## src/rtl/decode_stage.sv

```systemverilog
// decode_stage: registered RV32I decoder between fetch and execute, 2-entry skid buffer; `define RV32M_EN adds M decode.
// Latency: 1 cycle from accept to out_*; flush or reset empties both entries at the next edge.
// Backpressure: in_ready = !skid_vld_q (registered only); a stalled main entry holds out_* stable.
module decode_stage #(
   parameter int XLEN = 32,
   parameter int PC_W = 32
) (
   input  logic            clk,
   input  logic            reset,
   input  logic            flush,
   input  logic            in_valid,
   output logic            in_ready,
   input  logic [31:0]     in_instr,
   input  logic [PC_W-1:0] in_pc,
   output logic            out_valid,
   input  logic            out_ready,
   output logic [PC_W-1:0] out_pc,
   output logic [4:0]      rs1,
   output logic [4:0]      rs2,
   output logic [4:0]      rd,
   output logic [4:0]      operation,
   output logic            alu_src,
   output logic [XLEN-1:0] imm,
   output logic            jump,
   output logic            branch,
   output logic            store,
   output logic            write,
   output logic [1:0]      rd_src,
   output logic [2:0]      mem_size,
   output logic            illegal
);

   typedef struct packed {
      logic [PC_W-1:0] pc;
      logic [4:0]      rs1;
      logic [4:0]      rs2;
      logic [4:0]      rd;
      logic [4:0]      operation;
      logic            alu_src;
      logic [XLEN-1:0] imm;
      logic            jump;
      logic            branch;
      logic            store;
      logic            write;
      logic [1:0]      rd_src;
      logic [2:0]      mem_size;
      logic            illegal;
   } bundle_t;

   localparam bundle_t BUNDLE_RST = '{mem_size: 3'b010, default: '0};

   localparam logic [6:0] OPC_R      = 7'b0110011;
   localparam logic [6:0] OPC_I      = 7'b0010011;
   localparam logic [6:0] OPC_LOAD   = 7'b0000011;
   localparam logic [6:0] OPC_STORE  = 7'b0100011;
   localparam logic [6:0] OPC_BRANCH = 7'b1100011;
   localparam logic [6:0] OPC_JAL    = 7'b1101111;
   localparam logic [6:0] OPC_JALR   = 7'b1100111;
   localparam logic [6:0] OPC_LUI    = 7'b0110111;
   localparam logic [6:0] OPC_AUIPC  = 7'b0010111;

   logic [6:0]      opc;
   logic [2:0]      f3;
   logic [6:0]      f7;
   logic [XLEN-1:0] imm_i, imm_s, imm_b, imm_u, imm_j;
   logic            legal, wr_en;
   bundle_t         dec;

   assign opc   = in_instr[6:0];
   assign f3    = in_instr[14:12];
   assign f7    = in_instr[31:25];
   assign imm_i = XLEN'($signed(in_instr[31:20]));
   assign imm_s = XLEN'($signed({in_instr[31:25], in_instr[11:7]}));
   assign imm_b = XLEN'($signed({in_instr[31], in_instr[7], in_instr[30:25], in_instr[11:8], 1'b0}));
   assign imm_u = XLEN'($signed({in_instr[31:12], 12'b0}));
   assign imm_j = XLEN'($signed({in_instr[31], in_instr[19:12], in_instr[20], in_instr[30:21], 1'b0}));

   always_comb begin
      legal  = 1'b1;
      wr_en  = 1'b0;
      dec    = BUNDLE_RST;
      dec.pc = in_pc;
      case (opc)
         OPC_R: begin
            dec.rs1 = in_instr[19:15];
            dec.rs2 = in_instr[24:20];
            dec.rd  = in_instr[11:7];
            wr_en   = 1'b1;
            if (f7 == 7'b0000000 || f7 == 7'b0100000) dec.operation = {1'b0, in_instr[30], f3};
`ifdef RV32M_EN
            else if (f7 == 7'b0000001) dec.operation = {2'b11, f3};
`endif
            else legal = 1'b0;
         end
         OPC_I: begin
            dec.rs1       = in_instr[19:15];
            dec.rd        = in_instr[11:7];
            dec.alu_src   = 1'b1;
            dec.imm       = imm_i;
            // only the right shifts carry the arithmetic/logical select in bit 30
            dec.operation = (f3 == 3'b101) ? {1'b0, in_instr[30], f3} : {2'b00, f3};
            wr_en         = 1'b1;
         end
         OPC_LOAD: begin
            dec.rs1      = in_instr[19:15];
            dec.rd       = in_instr[11:7];
            dec.alu_src  = 1'b1;
            dec.imm      = imm_i;
            dec.rd_src   = 2'd1;
            dec.mem_size = f3;
            wr_en        = 1'b1;
         end
         OPC_STORE: begin
            dec.rs1      = in_instr[19:15];
            dec.rs2      = in_instr[24:20];
            dec.alu_src  = 1'b1;
            dec.imm      = imm_s;
            dec.store    = 1'b1;
            dec.mem_size = f3;
         end
         OPC_BRANCH: begin
            dec.rs1       = in_instr[19:15];
            dec.rs2       = in_instr[24:20];
            dec.imm       = imm_b;
            dec.branch    = 1'b1;
            dec.operation = {2'b10, f3};
         end
         OPC_JAL: begin
            dec.rd     = in_instr[11:7];
            dec.imm    = imm_j;
            dec.jump   = 1'b1;
            dec.rd_src = 2'd3;
            wr_en      = 1'b1;
         end
         OPC_JALR: begin
            dec.rs1     = in_instr[19:15];
            dec.rd      = in_instr[11:7];
            dec.imm     = imm_i;
            dec.jump    = 1'b1;
            dec.alu_src = 1'b1;
            dec.rd_src  = 2'd3;
            wr_en       = 1'b1;
         end
         OPC_LUI: begin
            dec.rd      = in_instr[11:7];
            dec.imm     = imm_u;
            dec.alu_src = 1'b1;
            wr_en       = 1'b1;
         end
         OPC_AUIPC: begin
            dec.rd      = in_instr[11:7];
            dec.imm     = imm_u;
            dec.alu_src = 1'b1;
            dec.rd_src  = 2'd2;
            wr_en       = 1'b1;
         end
         default: legal = 1'b0;
      endcase
      if (!legal || in_instr[1:0] != 2'b11) begin
         dec         = BUNDLE_RST;
         dec.pc      = in_pc;
         dec.illegal = 1'b1;
      end else begin
         dec.write = wr_en && (dec.rd != 5'd0);
      end
   end

   bundle_t main_q, main_d, skid_q, skid_d;
   logic    main_vld_q, main_vld_d, skid_vld_q, skid_vld_d;
   logic    accept, pop;

   assign in_ready = !skid_vld_q;
   assign accept   = in_valid && !skid_vld_q && !flush;
   assign pop      = main_vld_q && out_ready;

   always_comb begin
      main_d     = main_q;
      main_vld_d = main_vld_q;
      skid_d     = skid_q;
      skid_vld_d = skid_vld_q;
      if (flush) begin
         main_vld_d = 1'b0;
         skid_vld_d = 1'b0;
      end else if (!main_vld_q || pop) begin
         // accept is impossible while skid holds data, so the refill never competes with it
         if (skid_vld_q) begin
            main_d     = skid_q;
            main_vld_d = 1'b1;
            skid_vld_d = 1'b0;
         end else begin
            main_vld_d = accept;
            if (accept) main_d = dec;
         end
      end else if (accept) begin
         skid_d     = dec;
         skid_vld_d = 1'b1;
      end
   end

   always_ff @(posedge clk) begin
      if (reset) begin
         main_q     <= BUNDLE_RST;
         skid_q     <= BUNDLE_RST;
         main_vld_q <= 1'b0;
         skid_vld_q <= 1'b0;
      end else begin
         main_q     <= main_d;
         skid_q     <= skid_d;
         main_vld_q <= main_vld_d;
         skid_vld_q <= skid_vld_d;
      end
   end

   assign out_valid = main_vld_q;
   assign out_pc    = main_q.pc;
   assign rs1       = main_q.rs1;
   assign rs2       = main_q.rs2;
   assign rd        = main_q.rd;
   assign operation = main_q.operation;
   assign alu_src   = main_q.alu_src;
   assign imm       = main_q.imm;
   assign jump      = main_q.jump;
   assign branch    = main_q.branch;
   assign store     = main_q.store;
   assign write     = main_q.write;
   assign rd_src    = main_q.rd_src;
   assign mem_size  = main_q.mem_size;
   assign illegal   = main_q.illegal;

endmodule

```

## config.mk

```make
export PLATFORM = sky130hd
export DESIGN_NAME = decode_stage
export DESIGN_NICKNAME = d
export VERILOG_FILES = /design/src/rtl/decode_stage.sv
export SDC_FILE = /design/constraint.sdc
export NUM_CORES = 1
export LEC_CHECK = 0
export ABC_CLOCK_PERIOD_IN_PS = 2000
export BUFFER_PORTS_ARGS = -buffer_cell sky130_fd_sc_hd__buf_2
export CAP_MARGIN = 0
export CELL_PAD_IN_SITES_DETAIL_PLACEMENT = 0
export CELL_PAD_IN_SITES_GLOBAL_PLACEMENT = 1
export CORE_MARGIN = 5
export CORE_UTILIZATION = 41
export CTS_CLUSTER_SIZE = 16
export DETAILED_ROUTE_END_ITERATION = 12
export GPL_ROUTABILITY_DRIVEN = 0
export HOLD_SLACK_MARGIN = 0.08
export PLACE_DENSITY_LB_ADDON = 0.1
export SETUP_SLACK_MARGIN = 0.4
export SYNTH_ARGS = -nofsm -noshare
export SYNTH_HDL_FRONTEND = slang
export SYNTH_SLANG_ARGS = --single-unit
```

## constraint.sdc

```tcl
create_clock -name clk -period 2 [get_ports clk]
set_input_delay 0 -clock clk [delete_from_list [all_inputs] [get_ports clk]]
set_output_delay 0 -clock clk [all_outputs]
set_load 0.02 [all_outputs]
```

# Word-level counts from Yosys, hierarchy flattened
# Index checks and enable logic that the tools add are counted.
totals:
  out_inout_bits: 97
  reg_bits: 192
  in_bits: 69
  wordCells: 93
classes:
  n_reduce_logical: 27
  muxes: 22
  bitwise_logic: 2
  n_eq_ne: 12
ops:
  columns: ["cell", "n"]
  rows:
  - ["$mux 95", 2]
  - ["$pmux 32 s5", 1]
  - ["$mux 56", 1]
  - ["$eq 7x6->1 const B", 4]
  - ["$eq 7x7->1 const B", 3]
  - ["$mux 5", 3]
  - ["$pmux 5 s3", 1]
  - ["$eq 7x5->1 const B", 2]
  - ["$reduce_or 6->1", 2]
  - ["$reduce_or 3->1", 3]
  - ["$mux 1", 8]
  - ["$mux 4", 2]
  - ["$reduce_or 2->1", 4]
  - ["$reduce_or 8->1", 1]
  - ["$eq 7x2->1 const B", 1]
  - ["$logic_not 7->1", 1]
  - ["$reduce_or 7->1", 1]
  - ["$mux 6", 1]
  - ["$pmux 2 s3", 1]
  - ["$reduce_and 3->1", 2]
  - ["$reduce_bool 5->1", 1]
  - ["$logic_and 1x1->1", 4]
  - ["$logic_not 1->1", 4]
  - ["$eq 3x3->1 const B", 1]
  - ["6 further kinds", 9]

# Depth between registers and ports, before layout
# Gate-level depths: netlist of the first run.
logic_depth:
  ltp_word: 9
  ltp_mapped: 8
  ltp_nobuf: 4

# Least setup slack after synthesis of the first run
# Ideal clock, no wire load.
synth_timing:
  path_type: "reg2reg"
  from: "register skid_vld_q"
  to: "register skid_q[22] (netlist name)"
  required_ns: 1.843
  arrival_time_ns: 1.678
  slack_ns: 0.165
  stages_incl_launch_ff: 7
  period_less_slack_ns: 1.835
  cell_sequence: "dfxtp_1 clkbuf_1 or3b_1 or2_0 buf_2 a41oi_1 a221oi_1"
synth_via:
  elab_chain_cells: 4
synth_rtl:
  columns: ["item", "line_no", "source"]
  rows:
  - ["from (decl)", "169", "logic main_vld_q, main_vld_d, skid_vld_q, skid_vld_d;"]
  - ["from (signal assigned)", "210", "skid_vld_q <= skid_vld_d;"]
  - ["$logic_not 1->1", "173", "assign accept = in_valid && !skid_vld_q && !flush;"]
  - ["$logic_and 1x1->1 (2 in series)", "173", null]
  - ["$reduce_and 3->1 (no source line)", null, null]
  - ["to (signal assigned)", "208", "skid_q <= skid_d;"]
  - ["to (decl)", "168", "bundle_t main_q, main_d, skid_q, skid_d;"]
# No other way between the ends.
# A chain may end at the register's enable or synchronous reset.

# Final worst setup path of the first run
layout_timing:
  from: "register skid_vld_q"
  to: "register skid_q[46] (netlist name)"
# The elaborated chain is that of the path after synthesis.

==> results of run 1 <==
[synthesized netlist by cell type, types with 6 or more instances]
cell type,number,share of area
inv_1,22,0.0099
a311oi_1,8,0.0084
dfxtp_1,190,0.46
a21oi_1,93,0.056
o21ai_0,17,0.010
clkbuf_1,76,0.034
a21o_1,8,0.0072
a221oi_1,29,0.031
o211ai_1,24,0.022
nor2_1,89,0.040
a211oi_1,71,0.064
nor3_1,14,0.0084
buf_2,12,0.0072
o2bb2ai_1,14,0.015
mux2i_1,33,0.040
buf_1,8,0.0036
nand3b_1,19,0.017
nand3_1,19,0.011
o41ai_1,6,0.0063
nand2_1,109,0.049
nand2b_1,7,0.0053
o32ai_1,6,0.0063
nor4_1,11,0.0083
[registers in the layout (all words and copies together), names as in the netlist, 2 cells and up]
name	flops
out_pc	32
skid_q	94
rs1	5
rd	5
mem_size	3
rd_src	2
rs2	5
operation	5
imm	32
[cells by family (layout without fill, tap and decap cells)]
family | count (synthesis) | count (layout) | synth area share
and+or+nand+nor | 305 | 305 | 0.1765
other | 0 | 3 | 0
DFF | 190 | 190 | 0.4578
AOI/OAI and AO/OA | 317 | 317 | 0.2685
muxes | 34 | 34 | 0.04111
buffers and inverters | 119 | 360 | 0.05602
[routing by layer]
layer / vias to the layer above / share of wire / GRT usage
li1: 4028 / - / -
met1: 3977 / 0.47 / 0.3261
met2: 272 / 0.45 / 0.3486
met3: 47 / 0.059 / 0.05794
met4: 2 / 0.022 / 0.07877
met5: - / 0.00024 / 0
[critical path, stage by stage (launching register included)]
cell and delay, ns:
dfxtp_4 0.35, or3b_4 0.38, or2_4 0.34, or4_1 0.48
a21oi_1 0.14
[what timing repair did]
item,in CTS,in global routing
buffers inserted,10,5
gates resized for setup,35,83
hold endpoints to repair,163,0
endpoints found under the setup margin,184,186
gates cloned,5,7
pin swaps,3,37
hold buffers,60,0
[through the flow]
step	hold slack, ns	power, W	area [um^2]	cells
final	0.1468	0.008323	11800	1479
after global routing	0.1562	0.008665	11790	1478
after CTS	0.1369	0.008338	11230	1464
after detailed placement	0.2576	0.004892	9662	1357
after global placement	0.2528	0.004889	9662	1357
after floorplan	0.1257	0.004523	8419	965
[report_power, final]
group          switching (W)  internal (W)  total [W]
Combinational       0.000639      0.000429    0.00107
Sequential         0.0000491       0.00388    0.00393
Clock                0.00165       0.00167    0.00333
[layout by cell type (no fill, tap or decap), types with 14 or more instances in the layout]
cell and instances:
inv_1 21, buf_2 164, nand3b_1 19, o2bb2ai_1 14, mux2i_1 33, buf_12 14, nor2_1 83, nand2_4 14
o211ai_1 24, o21ai_0 17, nand3_1 18, a221oi_1 20, a21oi_1 76, buf_4 43, clkbuf_16 24, dlygate4sd3_1 60
a21oi_2 17, nand2_1 93, a211oi_1 68, dfxtp_1 189
[cell type report]
cell class	count	area [um^2]	share of cell area
well taps	270	337.8	0.02864
clock inverters	14	128.9	0.01093
repair buffers	306	2520	0.2136
multi-input cells	656	4468	0.3788
clock buffers	18	439.2	0.03723
diodes	3	7.507	0.0006365
inverters	22	86.33	0.007319
flip-flops and latches	190	3807	0.3228
[final timing paths]
kind	from	endpoint	slack, ns	depth (start not counted)
worst max-delay path	skid_vld_q$_SDFFE_PP0P_	skid_q[46]$_SDFFE_PP0P_	0.24	4
worst min-delay path	in_instr[5]	skid_q[55]$_SDFFE_PP0P_	0.15	3
worst max register to register	skid_vld_q$_SDFFE_PP0P_	skid_q[46]$_SDFFE_PP0P_	0.24	4
worst min register to register	imm[17]$_SDFFE_PP0P_	imm[17]$_SDFFE_PP0P_	0.45	1
==> flow_summary.yaml, run 1 <==
clock_tree:
  clk_path_buf_depth: 2
  clk_latency_ns: 0.44
  cts_tree: "built"
  cts-root-buf: "clkbuf_16"
  cts_buffers: 17
  cts.clk_slew.worst_paths_ns: 0.07
  htree_levels: 4
  cts.sinks: 190
global_route:
  grt_pass1_vias: 7813
  grt_overflow_total: 0
  antenna_found_initial: 3
  grt_pass1_wl_um: 43870
  grt_util_all_layers: 0.2320
  grt_max_degree: 78
floorplanning:
  die_h_um: 152.4
  ioPinCount: 166
  die_area_um2: 23210
  coreArea_um2: 20100
  initial_core_util: 0.4132
  fp.dieW_um: 152.4
  placementRows: 52
synthesis:
  syn_area_um2: 8308
  synthFlopType: "dfxtp_1"
  ys_types: 63
  yosys_warnings: 0
  syn_inst: 965
  ys_seq_area_frac: 0.4578
  yosys_register_bits: 190
  syn_avg_cell_area_um2: 8.609
  synthArstFlopShare: 0
  synth_edf_count: 0
  syn_nets: 1034
sta:
  timing.final.hold_violations: 0
  setup_ws_ns: 0.2450
  clock.fmax_ghz: 0.5698
  setup_viol: 0
  relSlewSlack: 0.4884
  slew_violations: 0
  period_needed_ns: 1.755
  finClkSkew_ns: 0.009575
  finalSetupTns_ns: 0
  rsz0062_at_grt: "yes"
  worstMarginPinSlew_ns: 0.7640
  fin_crit_sh: 0.8775
route:
  drt-vias-per-instance: 5.629
  drc: 0
  drt-pass1-iter-count: 5
  vias: 8326
  ant_nets: 0
  wirelength_um: 28790
  drt_iter0_markers: 592
  wl_per_cell_um: 19.47
power:
  power_density_nw_per_um2: 705.6
  ir_drop_v: 0.0005724
  power_leakage_nw: 4.473
placed_design:
  pre_cts_ws_ns: 0.04390
  io_buffers: 165
  dp_hpwl_um: 16890
cells_and_area:
  layout-drive-gt1-share: 0.3035
  syn_to_final_growth_pct: 41.97
  finalNetCount: 1262
  nFillCells: 1869
  finalCoreUtilization: 0.5867
run_status:
  outcome: "finished clean"
critical_path:
  required_ns: 2.36
  endpoint_kind: "flip-flop"
  crit_fanout: 7
  critPathKind: "flip-flop to flip-flop"
  arrival_ns: 2.11
  start_kind: "flip-flop"
job:
  maxCapViolCount: 0
hold_path:
  hold_path_class: "primary input to flip-flop"
(Power assumes the default switching activity.)
==> run 2, diff against run 1 <==
--- a/config.mk
+++ b/config.mk
@@ -12,3 +12,3 @@
 export CELL_PAD_IN_SITES_GLOBAL_PLACEMENT = 1
-export CORE_MARGIN = 5
+export CORE_MARGIN = 2
 export CORE_UTILIZATION = 41
--- a/constraint.sdc
+++ b/constraint.sdc
@@ -3,2 +3,2 @@
 set_output_delay 0 -clock clk [all_outputs]
-set_load 0.02 [all_outputs]
+set_load 0.05 [all_outputs]
==> flow_summary.yaml, run 2 (synthesis results as in run 1) <==
run_status:
  outcome: "finished clean"
route:
  drt-pass1-iter-count: 5
  drt_iter0_markers: 521
  drc: 0
  drt-vias-per-instance: 5.599
  wirelength_um: 28030
  wl_per_cell_um: 19.04
  vias: 8242
  ant_nets: 0
critical_path:
  r2r_end: "skid_q[9]$_SDFFE_PP0P_"
  required_ns: 2.36
  critPathKind: "flip-flop to flip-flop"
  endpoint_kind: "flip-flop"
  critical_path.cell_chain: "or3b_4 -> or2_4 -> buf_4 -> or3_1 -> a21oi_1"
  rr_worst_depth: 5
  crit_slowest_cell: "or3b_4"
  r2r_slack_ns: 0.30
  arrival_ns: 2.07
  max_stage_delay_ns: 0.40
  start_kind: "flip-flop"
  crit_fanout: 5
  reg2reg_from: "skid_vld_q$_SDFFE_PP0P_"
sta:
  clock.fmax_ghz: 0.5871
  relSlewSlack: 0.5203
  finalSetupTns_ns: 0
  finClkSkew_ns: 0.009981
  slew_violations: 0
  setup_viol: 0
  timing.final.hold_violations: 0
  setup_ws_ns: 0.2967
  worstMarginPinSlew_ns: 0.7164
  fin_crit_sh: 0.8517
  rsz0062_at_grt: "yes"
  period_needed_ns: 1.703
cells_and_area:
  largest_reg_flops: 94
  largest-register: "skid_q"
  syn_to_final_growth_pct: 41.27
  layout_common_cells: "dfxtp_1, buf_2, nand2_1"
  layout.cells.most_common: "dfxtp_1"
  finalNetCount: 1257
  nFillCells: 1873
  regArea_um2: 3809
  layout-drive-gt1-share: 0.2942
  multi_input_area_um2: 4436
hold_path:
  whs_path_depth: 4
  hold_path_class: "primary input to flip-flop"
  worst_hold_path.endpoint: "out_valid$_SDFFE_PP0P_"
  min_from: "in_valid"
power:
  ir_drop_v: 0.0005376
  intPower_w: 0.006327
  power_density_nw_per_um2: 747.5
  clockPowerShare: 0.410
  power_leakage_nw: 4.432
  switching_share: 0.2788
  seq_power_share: 0.448
  p_sw_w: 0.002445
  total_power_w: 0.008773
  power.share.combinational: 0.142
clock_tree:
  cts_buffers: 17
  cts-root-buf: "clkbuf_16"
  cts.sinks: 190
  cts_tree: "built"
  htree_levels: 4
  clk_latency_ns: 0.43
  clk_path_buf_depth: 2
  cts.clk_slew.worst_paths_ns: 0.07
global_route:
  grt_util_all_layers: 0.2482
  grt_pass1_wl_um: 42780
  grt_pass1_vias: 7749
  grt_overflow_total: 0
  antenna_found_initial: 2
  grt_max_degree: 111
floorplanning:
  coreArea_um2: 20040
  fp.dieW_um: 146.4
  die_h_um: 146.4
  ioPinCount: 166
  initial_core_util: 0.4146
  placementRows: 52
  die_area_um2: 21420
job:
  maxCapViolCount: 0
placed_design:
  io_buffers: 165
  pre_cts_ws_ns: 0.1030
  dp_hpwl_um: 16430
==> run 2: stage by stage <==
step / hold slack [ns] / util / cell area (um^2) / cells
final: 0.1302 / 0.5857 / 11740 / 1472
after global routing: 0.1308 / 0.5855 / 11730 / 1471
after CTS: 0.1087 / 0.5632 / 11290 / 1462
after detailed placement: 0.2571 / 0.4799 / 9617 / 1354
after global placement: 0.2534 / 0.4799 / 9617 / 1354
after floorplan: 0.1257 / - / 8384 / 965
==> run 2: how the worst max path moves through the flow <==
| stage | start | endpoint | slack [ns] |
|---|---|---|---|
| 2_1_floorplan | skid_vld_q$_SDFFE_PP0P_ | skid_q[46]$_SDFFE_PP0P_ | 0.22 |
| 3_3_place_gp | in_instr[25] | rs1[0]$_SDFFE_PP0P_ | 0.17 |
| 3_5_place_dp | in_instr[25] | skid_q[52]$_SDFFE_PP0P_ | 0.10 |
| 4_1_cts | skid_vld_q$_SDFFE_PP0P_ | skid_q[9]$_SDFFE_PP0P_ | 0.28 |
| 5_1_grt | skid_vld_q$_SDFFE_PP0P_ | skid_q[41]$_SDFFE_PP0P_ | 0.25 |
| 6_report | skid_vld_q$_SDFFE_PP0P_ | skid_q[9]$_SDFFE_PP0P_ | 0.30 |
==> run 2: worst max-delay path, delay by kind of cell (launching register included) <==
| kind | cells | cell delay [ns] |
|---|---|---|
| and+or+nand+nor | 3 | 1.01 |
| DFF | 1 | 0.36 |
| buffers and inverters | 1 | 0.16 |
| AOI/OAI and AO/OA | 1 | 0.12 |
==> run 2: what timing repair did <==
action | in CTS | in global routing
setup buffers | 11 | 3
endpoints found under the setup margin | 136 | 146
hold buffers | 59 | 0
hold endpoints to repair | 155 | 0
cloned | 7 | 5
resized for setup | 53 | 53
pin swaps | 21 | 25
==> run 2: area by class of cell <==
class / instances / share of cell area
inverters: 22 / 0.007356
well taps: 270 / 0.02878
flip-flops and latches: 190 / 0.3245
repair buffers: 300 / 0.2087
multi-input cells: 657 / 0.3779
clock inverters: 13 / 0.01482
clock buffers: 18 / 0.03742
diodes: 2 / 0.0004264
==> run 2: routing by layer <==
layer	global-route usage	share of wire	vias to the layer above	wire length, um
li1	-	-	4013	-
met1	0.3488	0.47	3967	13230
met2	0.3955	0.46	230	12900
met3	0.04063	0.047	32	1321
met4	0.06990	0.020	0	574
met5	0	0	-	0
==> run 2: power by group through the flow <==
stage,Clock [W],Combinational [W],Sequential (W)
floorplan,0,0.000409,0.00430
global placement,0,0.00107,0.00401
detailed placement,0,0.00107,0.00402
CTS,0.00366,0.00120,0.00393
global route,0.00383,0.00132,0.00394
finish,0.00360,0.00125,0.00393
==> run 3, diff against run 2 <==
- ABC_AREA: not set -> 1
- CORE_UTILIZATION: 41 -> 39
==> flow_summary.yaml, run 3 <==
power:
  ir_drop_v: 0.0005730
  power_density_nw_per_um2: 792.3
  switching_share: 0.2881
  power_leakage_nw: 4.782
  p_sw_w: 0.002422
  clockPowerShare: 0.399
  intPower_w: 0.005984
  seq_power_share: 0.471
  power.share.combinational: 0.131
route:
  vias: 8149
  wl_per_cell_um: 16.55
  wirelength_um: 26470
  drt_iter0_markers: 601
  drc: 0
  drt-vias-per-instance: 5.096
  drt-met1-wl_um: 12500
  wl_met3_um: 1127
  wl_met2_um: 12610
  highest_layer: "met4"
  drt-pass1-iter-count: 4
  ant_nets: 0
floorplanning:
  ioPinCount: 166
  fp.dieW_um: 149.5
  die_h_um: 149.5
  coreArea_um2: 20890
  die_area_um2: 22360
  initial_core_util: 0.3954
  placementRows: 53
sta:
  setup_ws_ns: 0.4637
  finClkSkew_ns: 0.01449
  rsz0062_at_grt: "yes"
  clock.fmax_ghz: 0.6509
  timing.final.hold_violations: 0
  finalSetupTns_ns: 0
  worstMarginPinSlew_ns: 0.4942
  setup_viol: 0
  relSlewSlack: 0.6705
  whs_ns: 0.1208
  fin_crit_sh: 0.7681
  period_needed_ns: 1.536
  slew_violations: 0
job:
  maxCapViolCount: 0
clock_tree:
  cts_buffers: 17
  post_cts_buffers: 0
  cts.clk_slew.worst_paths_ns: 0.07
  cts.sinks: 190
  htree_levels: 4
  clk_path_buf_depth: 2
  clk_latency_ns: 0.45
  cts_tree: "built"
  cts-root-buf: "clkbuf_16"
synthesis:
  ys_types: 31
  synth_common_cells: "dfxtp_1, o21ai_0, nand2_1"
  synth_edf_count: 0
  syn_avg_cell_area_um2: 7.322
  yosys_warnings: 0
  synth_most_common_cell: "dfxtp_1"
  ys_top_cells_by_area: "dfxtp_1, o21ai_0, a21oi_1"
  ys_seq_area_frac: 0.4605
  synthArstFlopShare: 0
  yosys_register_bits: 190
  yosys.area.top_type: "dfxtp_1"
  syn_inst: 1128
  syn_nets: 1197
  yosysTopAreaCellShare: 0.4605
  synthFlopType: "dfxtp_1"
  syn_area_um2: 8259
critical_path:
  endpoint_kind: "flip-flop"
  start_kind: "primary input"
  reg2reg_from: "skid_vld_q$_SDFFE_PP0P_"
  cpMostUsedCell: "nand2_1"
  required_ns: 2.37
  critical_path.cell_chain: "dlygate4sd3_1 -> buf_2 -> nor2_2 -> nand3_1 -> dlygate4sd3_1 -> nor2_1 -> nand2_1 -> nand2_1 -> nand2_1 -> a21oi_1"
  crit_slowest_cell: "dlygate4sd3_1"
  crit_fanout: 2
  rr_worst_depth: 5
  max_stage_delay_ns: 0.58
  arrival_ns: 1.91
  critPathKind: "primary input to flip-flop"
  crit_start: "in_instr[28]"
cells_and_area:
  nFillCells: 2147
  finalNonFillerCells: 1599
  syn_to_final_growth_pct: 28.45
  layout-drive-gt1-share: 0.2063
  finalNetCount: 1379
  layout.cells.most_common: "dfxtp_1"
  layout_common_cells: "dfxtp_1, o21ai_0, nand2_1"
  stdcell_area_um2: 10610
  largest_reg_flops: 94
  regArea_um2: 3809
  multi_input_area_um2: 3885
  largest-register: "skid_q"
placed_design:
  place_area_um2: 9213
  io_buffers: 165
  dp_hpwl_um: 15400
  place_inst: 1495
  pre_cts_ws_ns: 0.2559
global_route:
  grt_overflow_total: 0
  grt_util_all_layers: 0.2326
  antenna_found_initial: 1
  grt_pass1_wl_um: 41100
  grt_max_degree: 95
  grt_pass1_vias: 7550
run_status:
  outcome: "finished clean"
hold_path:
  hold_path_class: "primary input to flip-flop"
  min_from: "in_instr[31]"
  whs_path_depth: 5
## run 3: cell count changes in the layout (fill, tap and decap cells not counted), moves of 22 or more
| cell | previous run | this run |
|---|---|---|
| o211ai_1 | 24 | 2 |
| nor2_1 | 84 | 151 |
| mux2i_1 | 33 | 0 |
| a31oi_1 | 0 | 35 |
| a21oi_1 | 81 | 150 |
| nand2_1 | 98 | 176 |
| a211oi_1 | 64 | 0 |
| buf_4 | 41 | 7 |
| a221oi_1 | 24 | 0 |
| o21ai_0 | 17 | 181 |
## run 3: final timing paths
check	slack, ns	end
worst min register to register	0.47	out_pc[3]$_SDFFE_PP0P_
worst max-delay path	0.46	operation[0]$_SDFFE_PP0P_
worst max register to register	0.52	out_valid$_SDFFE_PP0P_
worst min-delay path	0.12	imm[31]$_SDFFE_PP0P_
## run 3: timing repair
action	4_1_cts	5_1_grt
resized for setup	3	20
pin swaps	0	2
endpoints found under the setup margin	80	113
gates cloned	1	2
hold buffers	68	0
hold endpoints to repair	177	0
## run 3: final cells by class
cell class	count	area share
Timing Repair Buffer	251	0.1699
Clock buffer	19	0.04081
Multi-Input combinational cell	798	0.3662
Sequential cell	190	0.3590
Tap cell	275	0.03243
Inverter	52	0.01899
Antenna cell	1	0.0002359
Clock inverter	13	0.01238
## run 3: stage by stage
stage               power, W    util
floorplan           0.004703       -
global placement    0.005019  0.4410
detailed placement  0.005019  0.4410
CTS                 0.008459  0.5029
global route        0.008746  0.5079
finish              0.008406  0.5079
## run 3: power groups by stage
stage	sequential, W	clock [W]	combinational, W
finish	0.00396	0.00335	0.00110
global route	0.00397	0.00359	0.00119
CTS	0.00396	0.00342	0.00108
detailed placement	0.00404	0	0.000977
global placement	0.00404	0	0.000976
floorplan	0.00437	0	0.000331
## run 3: critical path, delay by kind of cell
family          cells  cell delay (ns)
buf+inv             3             1.28
compound gates      1             0.12
simple gates        6             0.51
## run 3: layer usage
metal,vias up,GRT usage
li1,4157,-
met1,3792,0.3177
met2,183,0.3810
met3,17,0.04207
met4,0,0.05667
met5,-,0
## run 3: cell families (layout without fill, tap and decap cells)
family | after synthesis | after routing | synth area share
buffers and inverters | 141 | 335 | 0.07514
AND/OR/NAND/NOR | 412 | 413 | 0.2195
AO/OA/AOI/OAI | 385 | 385 | 0.2448
flip-flops | 190 | 190 | 0.4605
other | 0 | 1 | 0
